--- config.mk ---
export PLATFORM = sky130hd
export DESIGN_NAME = instr_fetch_stage
export DESIGN_NICKNAME = d
export VERILOG_FILES = /design/src/rtl/instr_fetch_stage.sv
export SDC_FILE = /design/constraint.sdc
export NUM_CORES = 1
export LEC_CHECK = 0
export BUFFER_PORTS_ARGS = -buffer_cell sky130_fd_sc_hd__buf_2
export CELL_PAD_IN_SITES_DETAIL_PLACEMENT = 1
export CELL_PAD_IN_SITES_GLOBAL_PLACEMENT = 2
export CORE_MARGIN = 2
export CORE_UTILIZATION = 27
export CTS_BUF_LIST = sky130_fd_sc_hd__clkbuf_16
export DETAILED_ROUTE_END_ITERATION = 12
export PLACE_DENSITY_LB_ADDON = 0.1
export SETUP_SLACK_MARGIN = 0.05
export SYNTH_ARGS = -nofsm -noshare
export SYNTH_HDL_FRONTEND = slang
export SYNTH_SLANG_ARGS = --single-unit
--- constraint.sdc ---
create_clock -name clk -period 2.7 [get_ports clk]
set_input_delay 0.27 -clock clk [delete_from_list [all_inputs] [get_ports clk]]
set_output_delay 0.27 -clock clk [all_outputs]
set_load 0.01 [all_outputs]
--- src/rtl/instr_fetch_stage.sv ---
// Instruction fetch stage: program counter, async-read instruction memory addressing,
// branch redirect / freeze handling, sticky fetch faults and performance counters.
module instr_fetch_stage #(
    parameter logic [31:0] INIT_PC   = 32'h0000_0000,
    parameter int          MEM_DEPTH = 64,
    parameter logic [31:0] NOP_INSTR = 32'hE1A0_0000
) (
    input  logic        clk,
    input  logic        rst,
    input  logic        freeze,
    input  logic        branch_taken,
    input  logic [31:0] branch_addr,
    output logic [31:0] imem_addr,
    input  logic [31:0] imem_rdata,
    output logic [31:0] pc_out,
    output logic [31:0] instruction_out,
    output logic        fetch_fault,
    output logic        misalign_fault,
    output logic [31:0] fetch_count,
    output logic [15:0] stall_count,
    output logic [15:0] branch_count
);

    // One extra bit so a depth of 2^30 words still compares correctly against PC[31:2].
    localparam logic [30:0] DEPTH_WORDS = 31'(MEM_DEPTH);

    logic [31:0] pc;
    logic [31:0] pc_plus4;
    logic        in_range;

    assign imem_addr = pc;
    assign pc_out    = pc_plus4;

    // NOTE: every signal driven here gets a value before any condition, so no latch is inferred.
    always_comb begin
        pc_plus4        = pc + 32'd4;
        in_range        = ({1'b0, pc[31:2]} < DEPTH_WORDS);
        instruction_out = NOP_INSTR;
        if (in_range) begin
            instruction_out = imem_rdata;
        end
    end

    // NOTE: state updates use non-blocking assignments so every register samples pre-edge values.
    always_ff @(posedge clk) begin
        if (!rst) begin
            pc             <= INIT_PC;
            fetch_fault    <= 1'b0;
            misalign_fault <= 1'b0;
            fetch_count    <= '0;
            stall_count    <= '0;
            branch_count   <= '0;
        end else begin
            // The fault reflects the address held this cycle, whatever the PC does next.
            if (!in_range) begin
                fetch_fault <= 1'b1;
            end

            if (branch_taken) begin
                pc           <= {branch_addr[31:2], 2'b00};
                fetch_count  <= fetch_count + 32'd1;
                branch_count <= branch_count + 16'd1;
                if (branch_addr[1:0] != 2'b00) begin
                    misalign_fault <= 1'b1;
                end
            end else if (freeze) begin
                if (stall_count != 16'hFFFF) begin
                    stall_count <= stall_count + 16'd1;
                end
            end else begin
                pc          <= pc_plus4;
                fetch_count <= fetch_count + 32'd1;
            end
        end
    end

endmodule

==> impl_metrics.yaml <==
power:
  clockPowerShare_pct: 38.4
  combinationalPowerShare_pct: 13.4
  power_w: 0.00319
  leakagePower_nw: 3.05
  p_seq_share_pct: 48.2
  p_sw_share_pct: 29.2
  p_sw_w: 0.000930
  ir_drop_uv: 186
  power.internal_w: 0.00226
  power.density_nw_per_um2: 423
yosys:
  netlist_instances: 747
  yosysUniqueCellTypes: 46
  syn_avg_cell_area_sq_um: 7.78
  yosysSeqAreaShare_pct: 33.1
  yosysWarningCount: 0
  syn_area_sq_um: 5810
  ys_ff_latch: 96
cts:
  clock_sinks: 96
  cts_made_buffers: 9
  cts_hold_buffers: 0
  tritoncts: "done"
  root_buffer: "clkbuf_16"
  path_clk_slew_ns: 0.07
  h-tree-depth: 3
  clock_latency_ns: 0.35
  clk_path_buf_depth: 2
timing:
  setup_ws_ns: 0.206
  clock_skew_ns: 0.00901
  post-route-min-period_ns: 2.49
  worstMarginPinSlew_ns: 0.648
  hold_ws_ns: 0.162
  post-route-period-util_pct: 92.4
  finalSetupTns_ns: 0
  maxSlewViolCount: 0
  fmax_ghz: 0.401
  hold_viol: 0
  rsz0062_at_grt: "yes"
  setup-violations-final: 0
  relSlewSlack_pct: 56.7
die:
  dieArea_sq_um: 22700
  core_sq_um: 21100
  die_h_um: 151
  start_util_pct: 27.6
  die_w_um: 151
  rows: 53
  io_pins: 230
routing:
  dr.pass1.iters: 4
  vias_per_cell: 5.14
  postRouteAntennaNets: 0
  drc: 0
  num_vias: 6325
  wire_per_inst_um: 17.6
  drt_iter0_drc: 300
  wl_um: 21700
worst_setup_path:
  max_stage_delay_ns: 0.59
  path_max_fanout: 10
  cp_data_arrival_time_ns: 2.22
  crit_path_end_kind: "primary output"
  cp.required_ns: 2.43
  criticalPathCategory: "reg -> out"
  critPathLaunchType: "flip-flop"
  cp_slowest_cell: "nor4_1"
  cp_cell_sequence: "nand4_4, nor4_1, nand4_1, xnor2_1, buf_2"
layout:
  num-fill-cells: 2611
  multi_input_area_sq_um: 3600
  layout_common_cells: "buf_2, dfxtp_1, nand2_1"
  final_common_cell: "buf_2"
  syn2layout_area_growth_pct: 29.5
  antenna_cells: 0
  final-seq-area_sq_um: 1920
  fin_cells: 1230
  nNetsFinal: 1022
  drive_gt1_share_pct: 29.6
placed_design:
  gp_congestion: 0.823
  io_buffers: 225
  dp_hpwl_um: 16300
  place_ws_ns: 0.424
  placed_cells: 1213
global_route:
  grt-ovfl-total: 0
  grtUsageTotal_pct: 19.1
  antenna_found_initial: 1
  first_global_vias: 6473
  grt_max_degree: 49
  grt_pass1_wl_um: 34100
job:
  maxCapViolations: 0
worst_hold_path:
  hp-class: "in -> reg"
status:
  status: "finished clean"
[cells in the mapped netlist, drive strengths merged]
master / number / area, sq um
nor2b: 5 / 31.3
nand3b: 2 / 15.0
a31oi: 5 / 31.3
and4: 16 / 141
o31ai: 8 / 60.1
nor3: 26 / 135
a31o: 2 / 17.5
nor2: 42 / 158
inv: 16 / 60.1
conb: 1 / 3.75
or2: 2 / 12.5
nor3b: 4 / 30.0
xor2: 16 / 140
o311a: 2 / 20.0
nand2b: 30 / 188
o31a: 1 / 8.76
a21o: 1 / 7.51
or3: 24 / 150
buf: 23 / 110
mux2i: 29 / 290
nor4b: 3 / 26.3
nand2: 68 / 255
clkinv: 1 / 3.75
clkbuf: 41 / 159
or4: 11 / 86.3
a311oi: 6 / 52.6
nand4: 33 / 221
dfxtp: 96 / 1920
a21oi: 29 / 145
nand3: 39 / 195
ha: 4 / 50.1
xnor2: 41 / 359
a32oi: 1 / 8.76
and3: 5 / 31.3
and2: 31 / 194
nor4: 43 / 282
a211oi: 5 / 37.5
o21ai: 35 / 175
[worst max-delay path: cells and delay by family, from the launching register on]
kind | cells | cell delay (ns)
simple gates | 3 | 1.03
xor+xnor | 1 | 0.17
flops | 1 | 0.52
buf+inv | 1 | 0.15
[per-stage QoR]
stage               utilization (%)  instance area (sq um)
detailed placement             34.3                   7230
finish                         35.7                   7530
CTS                            35.6                   7500
floorplan                         -                   5830
global route                   35.7                   7530
global placement               34.3                   7230
[power by group through the flow]
stage	clock (W)	sequential (W)	combinational, W
after global placement	0	0.00157	0.000425
after global routing	0.00133	0.00154	0.000473
after floorplan	0	0.00155	0.000241
after CTS	0.00127	0.00154	0.000434
final	0.00123	0.00154	0.000427
after detailed placement	0	0.00157	0.000431
[cells by family after synthesis]
logic type,count (synthesis),synth area share (%)
flip-flops,96,33.1
buffers and inverters,81,5.72
XOR/XNOR,57,8.59
AND/OR/NAND/NOR,384,37.0
multiplexers,29,4.99
AO/OA/AOI/OAI,95,9.71
other,1,0.0645
adder cells (fa/ha/maj),4,0.861
[state kept, by name (all words and copies together), names as in the netlist]
| signal | flops |
|---|---|
| stall_count | 16 |
| fetch_fault | 1 |
| misalign_fault | 1 |
| imem_addr | 30 |
| fetch_count | 32 |
| branch_count | 16 |
[path summary, 6_finish.rpt]
path / slack (ns) / to / depth (start not counted) / startpoint
max reg2reg: 0.50 / imem_addr[28]$_SDFFE_PN0N_ / 4 / imem_addr[6]$_SDFFE_PN0N_
min: 0.16 / imem_addr[20]$_SDFFE_PN0N_ / 3 / branch_addr[20]
min reg2reg: 0.45 / misalign_fault$_SDFFE_PN0P_ / 2 / misalign_fault$_SDFFE_PN0P_
max: 0.21 / pc_out[28] / 5 / imem_addr[12]$_SDFFE_PN0N_
[layer usage]
layer / wire (um) / vias up / part of all wire [%] / global-route usage (%)
li1: - / 3073 / - / -
met1: 9710 / 3045 / 45 / 23.9
met2: 10400 / 184 / 48 / 32.9
met3: 1210 / 21 / 5.6 / 4.03
met4: 313 / 2 / 1.4 / 5.61
met5: 13 / - / 0.060 / 0
[final cells by class]
cell class                 count  share of cell area (%)
multi-input combinational    573                    47.8
timing repair buffer         253                    17.7
inverter                      17                   0.847
tap                          275                    4.57
clock inverter                 7                   0.499
sequential                    96                    25.5
clock buffer                   9                    2.99
[repair_timing]
item                       4_1_cts  5_1_grt
gates resized for setup          2        5
pin swaps                        0        2
buffers inserted                 0        1
setup endpoints to repair        2       44
Note: power is estimated with default switching activity, not from simulation.
